[src/rtl/camera_capture_adaptive.sv]
// OV7670 capture and binarise stage in the cam_pclk domain, feeding the frame buffer write port.
// The threshold is either fixed or adapted from the previous frame's luma midpoint plus an offset.
module camera_capture_adaptive #(
  parameter int IMG_W         = 320,
  parameter int IMG_H         = 240,
  parameter int ADDR_W        = 17,
  parameter int BYTES_PER_PIX = 2,
  parameter int LUMA_BYTE     = 0,
  parameter int THR_INIT      = 128,
  parameter int MIN_CONTRAST  = 32
) (
  input  logic              cam_pclk,
  input  logic              nreset,
  input  logic              cam_vsync,
  input  logic              cam_href,
  input  logic [7:0]        cam_data,
  input  logic              thr_mode,
  input  logic [7:0]        thr_fixed,
  input  logic [7:0]        thr_offset,
  input  logic              invert,
  output logic [ADDR_W-1:0] wr_addr,
  output logic              wr_data,
  output logic              wr_en,
  output logic              frame_done,
  output logic              in_frame,
  output logic [7:0]        thr_active,
  output logic              frame_err
);

  localparam int COL_W = $clog2(IMG_W + 1);
  localparam int ROW_W = $clog2(IMG_H + 1);
  localparam int PH_W  = (BYTES_PER_PIX > 1) ? $clog2(BYTES_PER_PIX) : 1;

  localparam logic [COL_W-1:0] COL_MAX  = COL_W'(IMG_W);
  localparam logic [ROW_W-1:0] ROW_MAX  = ROW_W'(IMG_H);
  localparam logic [PH_W-1:0]  PH_LAST  = PH_W'(BYTES_PER_PIX - 1);
  localparam logic [PH_W-1:0]  LUMA_IDX = PH_W'(LUMA_BYTE);
  localparam logic [8:0]       MIN_C    = 9'(MIN_CONTRAST);
  localparam logic [7:0]       THR_RST  = 8'(THR_INIT);

  typedef enum logic [1:0] {
    WAIT_BLANK,
    WAIT_START,
    ACTIVE
  } state_t;

  state_t state, state_n;

  logic              vsync_r, vsync_q, href_r, href_q;
  logic [7:0]        data_r;
  logic [ROW_W-1:0]  row, row_n;
  logic [COL_W-1:0]  col, col_n;
  logic [PH_W-1:0]   phase, phase_n;
  logic [ADDR_W-1:0] addr, addr_n;
  logic              err, err_n;
  logic [7:0]        luma_min, luma_max, min_n, max_n;
  logic              mode_l, mode_n, invert_l, invert_n;
  logic [7:0]        offset_l, offset_n;
  logic [7:0]        thr_next, thr_next_n, thr_active_n;
  logic [ADDR_W-1:0] wr_addr_n;
  logic              wr_data_n, wr_en_n, frame_done_n, frame_err_n;

  logic              vsync_rise, vsync_fall, href_fall, line_end, in_win;
  logic [7:0]        mid;
  logic signed [9:0] thr_sum;

  assign vsync_rise = vsync_r & ~vsync_q;
  assign vsync_fall = ~vsync_r & vsync_q;
  assign href_fall  = ~href_r & href_q;
  assign in_win     = (row < ROW_MAX) && (col < COL_MAX);
  assign in_frame   = (state == ACTIVE);

  always_comb begin
    state_n      = state;
    row_n        = row;
    col_n        = col;
    phase_n      = phase;
    addr_n       = addr;
    err_n        = err;
    min_n        = luma_min;
    max_n        = luma_max;
    mode_n       = mode_l;
    invert_n     = invert_l;
    offset_n     = offset_l;
    thr_next_n   = thr_next;
    thr_active_n = thr_active;
    wr_addr_n    = wr_addr;
    wr_data_n    = wr_data;
    wr_en_n      = 1'b0;
    frame_done_n = 1'b0;
    frame_err_n  = frame_err;
    line_end     = 1'b0;
    mid          = '0;
    thr_sum      = '0;

    case (state)
      WAIT_BLANK: begin
        if (vsync_r) state_n = WAIT_START;
      end

      WAIT_START: begin
        if (vsync_fall) begin
          state_n      = ACTIVE;
          mode_n       = thr_mode;
          offset_n     = thr_offset;
          invert_n     = invert;
          thr_active_n = thr_mode ? thr_next : thr_fixed;
          row_n        = '0;
          col_n        = '0;
          phase_n      = '0;
          addr_n       = '0;
          err_n        = 1'b0;
          min_n        = '1;
          max_n        = '0;
        end
      end

      ACTIVE: begin
        if (href_r) begin
          phase_n = (phase == PH_LAST) ? '0 : phase + 1'b1;
          if (phase == LUMA_IDX) begin
            if (in_win) begin
              wr_en_n   = 1'b1;
              wr_addr_n = addr;
              wr_data_n = (data_r >= thr_active) ^ invert_l;
              addr_n    = addr + 1'b1;
              col_n     = col + 1'b1;
              if (data_r < luma_min) min_n = data_r;
              if (data_r > luma_max) max_n = data_r;
            end else begin
              err_n = 1'b1;
            end
          end
        end

        // A vsync rise with href still high closes the line early and is always an error
        line_end = href_fall | (vsync_rise & href_r);
        if (line_end) begin
          if ((col != COL_MAX) || vsync_rise) err_n = 1'b1;
          row_n   = (row == ROW_MAX) ? row : row + 1'b1;
          col_n   = '0;
          phase_n = '0;
        end

        if (vsync_rise) begin
          state_n      = WAIT_START;
          frame_done_n = 1'b1;
          frame_err_n  = err_n | (row_n != ROW_MAX);
          mid          = 8'((9'(min_n) + 9'(max_n)) >> 1);
          thr_sum      = $signed({2'b00, mid}) + $signed({{2{offset_l[7]}}, offset_l});
          if (mode_l && (max_n >= min_n) && (9'(max_n - min_n) >= MIN_C)) begin
            if (thr_sum < 0)
              thr_next_n = 8'd0;
            else if (thr_sum > 10'sd255)
              thr_next_n = 8'd255;
            else
              thr_next_n = thr_sum[7:0];
          end
        end
      end

      default: state_n = WAIT_BLANK;
    endcase
  end

  always_ff @(posedge cam_pclk) begin
    if (!nreset) begin
      state      <= WAIT_BLANK;
      vsync_r    <= 1'b0;
      vsync_q    <= 1'b0;
      href_r     <= 1'b0;
      href_q     <= 1'b0;
      data_r     <= '0;
      row        <= '0;
      col        <= '0;
      phase      <= '0;
      addr       <= '0;
      err        <= 1'b0;
      luma_min   <= '0;
      luma_max   <= '0;
      mode_l     <= 1'b0;
      invert_l   <= 1'b0;
      offset_l   <= '0;
      thr_next   <= THR_RST;
      thr_active <= THR_RST;
      wr_addr    <= '0;
      wr_data    <= 1'b0;
      wr_en      <= 1'b0;
      frame_done <= 1'b0;
      frame_err  <= 1'b0;
    end else begin
      state      <= state_n;
      vsync_r    <= cam_vsync;
      vsync_q    <= vsync_r;
      href_r     <= cam_href;
      href_q     <= href_r;
      data_r     <= cam_data;
      row        <= row_n;
      col        <= col_n;
      phase      <= phase_n;
      addr       <= addr_n;
      err        <= err_n;
      luma_min   <= min_n;
      luma_max   <= max_n;
      mode_l     <= mode_n;
      invert_l   <= invert_n;
      offset_l   <= offset_n;
      thr_next   <= thr_next_n;
      thr_active <= thr_active_n;
      wr_addr    <= wr_addr_n;
      wr_data    <= wr_data_n;
      wr_en      <= wr_en_n;
      frame_done <= frame_done_n;
      frame_err  <= frame_err_n;
    end
  end

endmodule

[config.mk]
export PLATFORM = sky130hd
export DESIGN_NAME = camera_capture_adaptive
export DESIGN_NICKNAME = d
export VERILOG_FILES = /design/src/rtl/camera_capture_adaptive.sv
export SDC_FILE = /design/constraint.sdc
export NUM_CORES = 1
export LEC_CHECK = 0
export BUFFER_PORTS_ARGS = -buffer_cell sky130_fd_sc_hd__clkbuf_2
export CORE_MARGIN = 1
export CORE_UTILIZATION = 35
export CTS_CLUSTER_DIAMETER = 100
export DETAILED_ROUTE_END_ITERATION = 16
export SYNTH_ARGS = -nofsm -noshare
export SYNTH_HDL_FRONTEND = slang
export SYNTH_SLANG_ARGS = --single-unit
[constraint.sdc]
create_clock -name cam_pclk -period 7.5 [get_ports cam_pclk]
set_input_delay 1.125 -clock cam_pclk [delete_from_list [all_inputs] [get_ports cam_pclk]]
set_output_delay 1.125 -clock cam_pclk [all_outputs]
set_load 0.01 [all_outputs]
# == After elaboration in Yosys (flattened, before gate mapping) ==
# Index checks and enable logic that the tools add are counted.
# totals
in_bits,30
word_cells,133
register_bits,113
output_inout_bits,30
# op_classes
n_mux,50
n_bitwise,13
magnitude_cmp,9
n_addsub,7
n_reduce_logical,17
n_eq_ne,14
# op_table
op,count
$mux W8,18
$mux W17,4
$pmux W8 S2,3
$mux W9,5
$pmux W17 S2,1
$pmux W9 S2,1
$add A17 B1 Y17 const B,1
$ge A8 B8 Y1,2
$mux W1,12
$add A9 B8 Y10,1
$gt A10 B9 Y1 const B,1
$lt A10 B1 Y1 const B,1
$reduce_and A5 Y1,2
$add A8 B8 Y9,1
$add A9 B1 Y9 const B,1
$ge A9 B6 Y1 const B,1
$lt A9 B9 Y1 const B,1
$ne A9 B9 Y1 const B,1
$reduce_and A3 Y1,3
$sub A8 B8 Y9,1
$add A8 B1 Y8 const B,1
$eq A8 B8 Y1 const B,1
$gt A8 B8 Y1,1
$lt A8 B8 Y1,1
other kinds (23),45

# == Depth between registers and ports, before layout ==
# Gate-level depths: netlist (run 1).
# depth
word_depth,11
depth_mapped,25

# == Worst setup path before layout (run 1) ==
# Ideal clock, no wire load.
# synth_timing
path_type,register -> register
startpoint,reg data_r[1]
endpoint,reg thr_next[4]
period_less_slack_ns,4.710
slack_ns,2.790
setup_time_ns,0.123
arrival_ns,4.587
required_time_ns,7.377
stages_incl_launch_ff,24
path_cell_list,dfxtp_1 -> ha_1 -> nor2b_1 -> o211ai_1 -> a21o_1 -> a211oi_2 -> clkbuf_1 -> o21ai_0 -> ha_1 -> inv_1 -> a21o_1 -> a21oi_1 -> nor2_1 -> o21ai_0 -> nand2b_1 -> xnor2_1 -> ha_1 -> nand2_1 -> o31ai_1 -> o311a_1 -> nand2b_1 -> nand2_1 -> a211oi_1 -> a21oi_2
# synth_via
elab_chain_len,11
# synth_lines
element,line,text
start: declaration,50,logic [7:0] data_r;
start signal: assignment,197,data_r <= cam_data;
$lt A8 B8 Y1 / $gt A8 B8 Y1 (equally long branches),"128, 129",
$mux W8 (on tied branches),"128, 129",
$mux W8,122,if (in_win) begin
$mux W8,121,if (phase == LUMA_IDX) begin
$mux W8,119,if (href_r) begin
$mux W8,96,case (state)
$add A8 B8 Y9,149,mid = 8'((9'(min_n) + 9'(max_n)) >> 1);
$add A9 B8 Y10,150,"thr_sum = $signed({2'b00, mid}) + $signed({{2{offset_l[7]}}, offset_l});"
$gt A10 B9 Y1,154,else if (thr_sum > 10'sd255)
$mux W8,154,
$mux W8,152,if (thr_sum < 0)
end signal: assignment,208,thr_next <= thr_next_n;
end: declaration,59,"logic [7:0] thr_next, thr_next_n, thr_active_n;"
# Several ways; a longest one is shown, not always the timed one. The select of a mux whose other input is x is not followed.
# A chain may end at the register's enable or synchronous reset.

# == Worst setup path after layout (run 1) ==
# Ends and elaborated chain as after synthesis.

==> run metrics, run 1 <==
outcome completed; Hold/Removal Path Class reg2reg; required time of the critical path 7.80 ns; via-per-instance ratio 5.11; Worst VDD drop 0.000144 V; count of nets after finishing 935; maximum frequency from static timing analysis 0.180 GHz; count of port buffers added during placement 59; ys async rst share 0; Final GP Congestion 0.857; number of rows in the core area 49; post-synth top area cell sky130_fd_sc_hd__dfxtp_1; TritonCTS Sinks 113; routed wire length 16000 um; total I/O pin count 60; starting utilization of the core area 0.363; Post-synth EDFFs 0; number of hold-slack violations in the final timing report 0; core region area 18300 sq um; final clock period utilization by the worst path 0.740; GRT Util Overall 0.173; GR Util met1 0.225; measured slew at the worst slew-check pin 0.907 ns; switch share 0.279; overall die area 19500 sq um; synthesized netlist net count 879; half-perimeter wire length after detailed placement 11500 um; #FFs+latches synth 113; post-CTS sizing 0; via count 5550; vertical die dimension 140 um; type of origin of the critical path flip-flop; CTS clock-pin slew for the worst setup and hold paths 0.06 ns; share of power burned in registers 0.391; Synth warnings 0; share of the core filled with cells in the final layout 0.422; wire per inst 14.7 um; fraction of final layout cells sized beyond drive strength 1 0.166; Post-DRT Antenna Nets 0; total global routing overflow 0; Num CTS Buffers 17; global-route layer with the greatest usage met2; number of instances in the synthesized netlist 789; clock network latency to the later pin of the worst-skew pair 0.42 ns; clock buffer depth 2; Cell Pwr Density 206 nW/um^2; total of endpoints with negative setup slack in the final report 0; top cells by area, synth sky130_fd_sc_hd__dfxtp_1, sky130_fd_sc_hd__ha_1, sky130_fd_sc_hd__nand2_1; Comb pwr share 0.097; top cell types by occurrence after synthesis sky130_fd_sc_hd__nand2_1, sky130_fd_sc_hd__dfxtp_1, sky130_fd_sc_hd__ha_1, sky130_fd_sc_hd__nor2_1, sky130_fd_sc_hd__a21oi_1; library cell with the highest instance count after synthesis sky130_fd_sc_hd__nand2_1; number of antenna violations at the first check in global routing 0; per-instance average area after synthesis 8.40 sq um; slowest CP cell sky130_fd_sc_hd__a21oi_2; Unique masters post-synth 72; top_reg_cell synth sky130_fd_sc_hd__dfxtp_1; pin count of the biggest net entering global routing 77; setup repair after global routing missed its margin no; Int Pwr 1.15 mW; Antenna diodes 0; Leak 3.16 nW; worst endpoint data arrival time 5.86 ns; reported net switching power 444 uW; Max Slew Vio Count 0; die width 140 um; via count of the first global-routing pass 5313; part of the total power dissipated in the clock network 0.512; Clock Root Buffer sky130_fd_sc_hd__clkbuf_16; type of element capturing the critical path flip-flop; residual DRC count 0; critical path type reg2reg; shortest period the worst path allows 5.55 ns; detailed-routing iteration count for the pre-antenna-repair pass 4; H-tree Lvls 4; number of max-cap violations 0; share of the synthesized area in the top cell type 0.342; global-route wire length before repair 26800 um; count of routing violations after the opening detailed-route iteration 259; worst clock skew 0.0165 ns; met2 global-route usage 0.287; relative slew slack 0.395; Setup Fix Bufs, Post-CTS 0; Syn-to-layout area delta 16.4%; met3 usage 0.0341; setup TNS 0 ns; cells along the critical path ha_1 -> a21o_1 -> a21o_1 -> a21oi_1 -> o21ai_1 -> a21oi_2 -> mux2_2 -> ha_1 -> a21o_1 -> a21oi_1 -> nor2_1 -> o21ai_0 -> nand2b_1 -> xnor2_1 -> ha_1 -> nand2_1 -> o31ai_1 -> o311a_1 -> nand2b_1 -> nand2_1 -> a211oi_1 -> a21oi_2; maximum cell stage delay along the critical path 0.71 ns; combined area of all synthesized cells 6620 sq um; CTS hold repair buffers 0; clock tree from TritonCTS built; portion of the post-synthesis area used by sequential elements 0.342; Critical Path Fanout Max 15
-- critical path: cells and delay by family, from the launching register on --
| kind | cells | cell delay (ns) |
|---|---|---|
| and+or+nand+nor | 5 | 0.53 |
| xor gates and xnor gates | 1 | 0.15 |
| DFF | 1 | 0.47 |
| AOI/OAI and AO/OA | 12 | 3.00 |
| muxes | 1 | 0.44 |
| adders and majority gates | 3 | 0.82 |
-- registers in the layout, summed over array words and instances, names as in the netlist, 2 cells and up --
| name | cells |
|---|---|
| addr | 17 |
| wr_addr | 17 |
| col | 9 |
| data_r | 8 |
| luma_max | 8 |
| luma_min | 8 |
| offset_l | 8 |
| row | 8 |
| thr_active | 8 |
| thr_next | 8 |
| state | 2 |
-- area by class of cell --
cell class                      count  area, sq um
Timing Repair Buffer               65          340
Sequential cell                   113         2260
Tap cell                          229          287
Clock inverter                     15          163
Fill cell                        1853        10600
Inverter                           40          150
Multi-Input combinational cell    608         4080
Clock buffer                       17          425
-- stage by stage --
step / hold WS (ns) / cells / setup WS [ns] / power (mW) / area, sq um
3_3_place_gp: 0.444 / 1055 / 2.06 / 0.788 / 7120
4_1_cts: 0.458 / 1087 / 1.98 / 1.61 / 7710
3_5_place_dp: 0.448 / 1055 / 1.97 / 0.789 / 7120
5_1_grt: 0.472 / 1087 / 1.44 / 1.65 / 7710
2_1_floorplan: 0.432 / 789 / 2.79 / 0.744 / 6620
6_report: 0.458 / 1087 / 1.95 / 1.59 / 7710
-- placed cells by master, fill, tap and decap left out, types with 4 or more instances in the layout --
master | synthesis | routed
sky130_fd_sc_hd__a211oi_1 | 7 | 7
sky130_fd_sc_hd__a21boi_0 | 19 | 19
sky130_fd_sc_hd__a21boi_1 | 7 | 7
sky130_fd_sc_hd__a21o_1 | 11 | 11
sky130_fd_sc_hd__a21oi_1 | 49 | 49
sky130_fd_sc_hd__a21oi_2 | 8 | 8
sky130_fd_sc_hd__a31oi_1 | 6 | 6
sky130_fd_sc_hd__and2_1 | 14 | 14
sky130_fd_sc_hd__and3_1 | 4 | 4
sky130_fd_sc_hd__buf_4 | 2 | 6
sky130_fd_sc_hd__clkbuf_16 | 0 | 17
sky130_fd_sc_hd__clkbuf_2 | 0 | 59
sky130_fd_sc_hd__dfxtp_1 | 113 | 113
sky130_fd_sc_hd__ha_1 | 58 | 58
sky130_fd_sc_hd__inv_1 | 38 | 38
sky130_fd_sc_hd__inv_6 | 0 | 5
sky130_fd_sc_hd__inv_8 | 0 | 5
sky130_fd_sc_hd__mux2_2 | 10 | 10
sky130_fd_sc_hd__mux2i_1 | 16 | 16
sky130_fd_sc_hd__nand2_1 | 114 | 114
sky130_fd_sc_hd__nand2b_1 | 19 | 19
sky130_fd_sc_hd__nand3_1 | 17 | 17
sky130_fd_sc_hd__nand4_1 | 8 | 8
sky130_fd_sc_hd__nor2_1 | 56 | 55
sky130_fd_sc_hd__nor2b_1 | 7 | 7
sky130_fd_sc_hd__nor3_1 | 8 | 8
sky130_fd_sc_hd__nor4_1 | 5 | 5
sky130_fd_sc_hd__o211a_1 | 8 | 8
sky130_fd_sc_hd__o21a_1 | 8 | 8
sky130_fd_sc_hd__o21ai_0 | 38 | 38
sky130_fd_sc_hd__o21ai_1 | 11 | 11
sky130_fd_sc_hd__o221a_2 | 9 | 9
sky130_fd_sc_hd__or2_2 | 5 | 5
sky130_fd_sc_hd__or3_1 | 4 | 4
sky130_fd_sc_hd__xnor2_1 | 7 | 7
sky130_fd_sc_hd__xor2_1 | 18 | 18
-- cell families (layout without fill, tap and decap cells) --
logic type / Yosys count / after routing / synth area share
compound gates: 213 / 213 / 0.219
flops: 113 / 113 / 0.342
fa+ha+maj: 60 / 60 / 0.116
xor+xnor: 25 / 25 / 0.0331
simple gates: 283 / 283 / 0.205
buf+inv: 68 / 137 / 0.0425
mux: 27 / 27 / 0.0433
-- routing by layer --
layer	vias to the layer above	wire, um
met5	-	0
met4	0	209
met1	2574	8000
met2	62	7460
li1	2899	-
met3	15	313
-- power groups by stage --
stage / Clock, mW / Sequential (mW) / Combinational (mW)
detailed placement: 0 / 0.634 / 0.155
global placement: 0 / 0.634 / 0.154
floorplan: 0 / 0.631 / 0.113
global route: 0.860 / 0.622 / 0.173
finish: 0.814 / 0.621 / 0.154
CTS: 0.829 / 0.621 / 0.155
-- path summary, 6_finish.rpt --
kind	end	cells past startpoint	slack, ns	startpoint
max	thr_next[4]	22	1.95	data_r[1]
min	mode_l	2	0.46	mode_l
max reg2reg	thr_next[4]	22	1.95	data_r[1]
min reg2reg	mode_l	2	0.46	mode_l
(Power assumes the default switching activity.)
==> run 2, diff against run 1 <==
clock period = 4.95 ns   (was 7.5 ns; I/O delays follow)
==> run metrics, run 2 (synthesis gave the netlist of run 1 again) <==
outcome completed; clock network latency to the later pin of the worst-skew pair 0.43 ns; Cell Pwr Density 310 nW/um^2; H-tree Lvls 4; Final Instance Count excl. Fillers 1110; clock buffer depth 2; total I/O pin count 60; count of routing violations after the opening detailed-route iteration 340; Worst R2R Start data_r[1]; Worst VDD drop 0.000271 V; most used cells in the layout excluding fill and tap cells sky130_fd_sc_hd__nand2_1, sky130_fd_sc_hd__dfxtp_1, sky130_fd_sc_hd__clkbuf_2; vertical die dimension 140 um; cell count of the worst hold path 2; fraction of final layout cells sized beyond drive strength 1 0.211; wire per inst 15.0 um; critical path type reg2reg; number of cells in the design after placement 1076; Antenna diodes 0; number of max-cap violations 0; Worst Hold Launch mode_l; worst endpoint data arrival time 4.92 ns; depth of the worst register-to-register path 23; residual DRC count 0; Hold/Removal Path Class reg2reg; Syn-to-layout area delta 21.2%; most common library cell in the layout ignoring fill and taps sky130_fd_sc_hd__nand2_1; filler instances 1859; via count 5750; maximum frequency from static timing analysis 0.217 GHz; measured slew at the worst slew-check pin 0.788 ns; Final GP Congestion 0.918; type of element capturing the critical path flip-flop; count of nets after finishing 958; required time of the critical path 5.26 ns; Num CTS Buffers 17; via-per-instance ratio 5.18; Clock Root Buffer sky130_fd_sc_hd__clkbuf_16; endpoint of the worst hold-timing path mode_l; Hold Slack 0.453 ns; critical register-to-register path endpoint thr_next[4]; slowest CP cell sky130_fd_sc_hd__mux2_2; GRT Util Overall 0.178; setup TNS 0 ns; total global routing overflow 0; clock tree from TritonCTS built; CTS hold repair buffers 0; type of origin of the critical path flip-flop; relative slew slack 0.475; registers with the most flip-flops addr x17, wr_addr x17, col x9; number of antenna violations at the first check in global routing 0; worst clock skew 0.0132 ns; routed wire length 16600 um; global-route wire length before repair 27800 um; count of port buffers added during placement 59; cell with the most instances on the worst path sky130_fd_sc_hd__a21oi_2; number of hold-slack violations in the final timing report 0; total of endpoints with negative setup slack in the final report 0; cells along the critical path ha_1 -> a21o_1 -> a21o_1 -> a21oi_2 -> o21ai_2 -> a21oi_2 -> buf_6 -> mux2_2 -> ha_1 -> a21o_1 -> a21oi_1 -> nor2_1 -> o21ai_1 -> nand2b_1 -> xnor2_2 -> ha_1 -> a21oi_2 -> o31ai_2 -> o311a_1 -> o21ai_2 -> nand2_2 -> a211oi_2 -> a21oi_2; core region area 18300 sq um; maximum cell stage delay along the critical path 0.36 ns; CTS clock-pin slew for the worst setup and hold paths 0.06 ns; via count of the first global-routing pass 5617; number of rows in the core area 49; Max Slew Vio Count 0; TritonCTS Sinks 113; half-perimeter wire length after detailed placement 11800 um; detailed-routing iteration count for the pre-antenna-repair pass 5; overall die area 19500 sq um; shortest period the worst path allows 4.61 ns; Leak 3.30 nW; Critical Path Fanout Max 5; starting utilization of the core area 0.363; final clock period utilization by the worst path 0.931; die width 140 um; Post-DRT Antenna Nets 0; pin count of the biggest net entering global routing 76; R2R Setup Slk 0.34 ns; share of the core filled with cells in the final layout 0.439
==> run 2: per-stage QoR <==
stage | power [mW] | setup WS, ns | instance area, sq um
after floorplan | 1.13 | 0.240 | 6620
after CTS | 2.51 | 0.0207 | 7900
after global placement | 1.21 | 0.170 | 7280
after global routing | 2.60 | -0.0180 | 8030
final | 2.49 | 0.341 | 8030
after detailed placement | 1.21 | 0.0636 | 7280
==> run 2: critical path, delay by kind of cell, from the launching register on <==
family,cells,cell delay (ns)
xor gates and xnor gates,1,0.15
buffers and inverters,1,0.15
AOI/OAI and AO/OA,14,2.37
DFF,1,0.35
and+or+nand+nor,3,0.28
adders and majority gates,3,0.82
muxes,1,0.36
==> run 2: what timing repair did <==
action | in CTS | in global routing
setup buffers | 0 | 2
pin swaps | 0 | 9
setup endpoints to repair | 2 | 8
gates resized for setup | 2 | 29
==> run 2: power by group <==
group | switching [mW] | total [mW] | internal [mW]
Combinational | 0.147 | 0.260 | 0.113
Sequential | 0.0145 | 0.937 | 0.923
Clock | 0.526 | 1.29 | 0.768
Total | 0.687 | 2.49 | 1.80
==> run 2: area by class of cell <==
type                    instances  area, sq um  area share
inverters                      40          150      0.0187
well taps                     229          287      0.0357
flip-flops and latches        113         2260       0.282
clock inverters                15          191      0.0239
clock buffers                  17          425      0.0530
repair buffers                 88          520      0.0649
multi-input cells             608         4190       0.522
==> run 2: how the worst max path moves through the flow <==
stage / depth (start not counted) / from / end / slack (ns)
2_1_floorplan: 23 / data_r[1] / thr_next[4] / 0.24
3_5_place_dp: 23 / data_r[1] / thr_next[4] / 0.06
6_report: 23 / data_r[1] / thr_next[4] / 0.34
5_1_grt: 25 / luma_min[1] / thr_next[7] / -0.02
3_3_place_gp: 22 / data_r[1] / thr_next[7] / 0.17
4_1_cts: 22 / data_r[1] / thr_next[7] / 0.02
==> run 2: layer usage <==
layer / global-route usage / wire [um] / vias up
li1: - / - / 2945
met1: 0.224 / 7710 / 2680
met2: 0.299 / 7930 / 99
met3: 0.0420 / 617 / 26
met4: 0.0596 / 344 / 0
met5: 0 / 0 / -
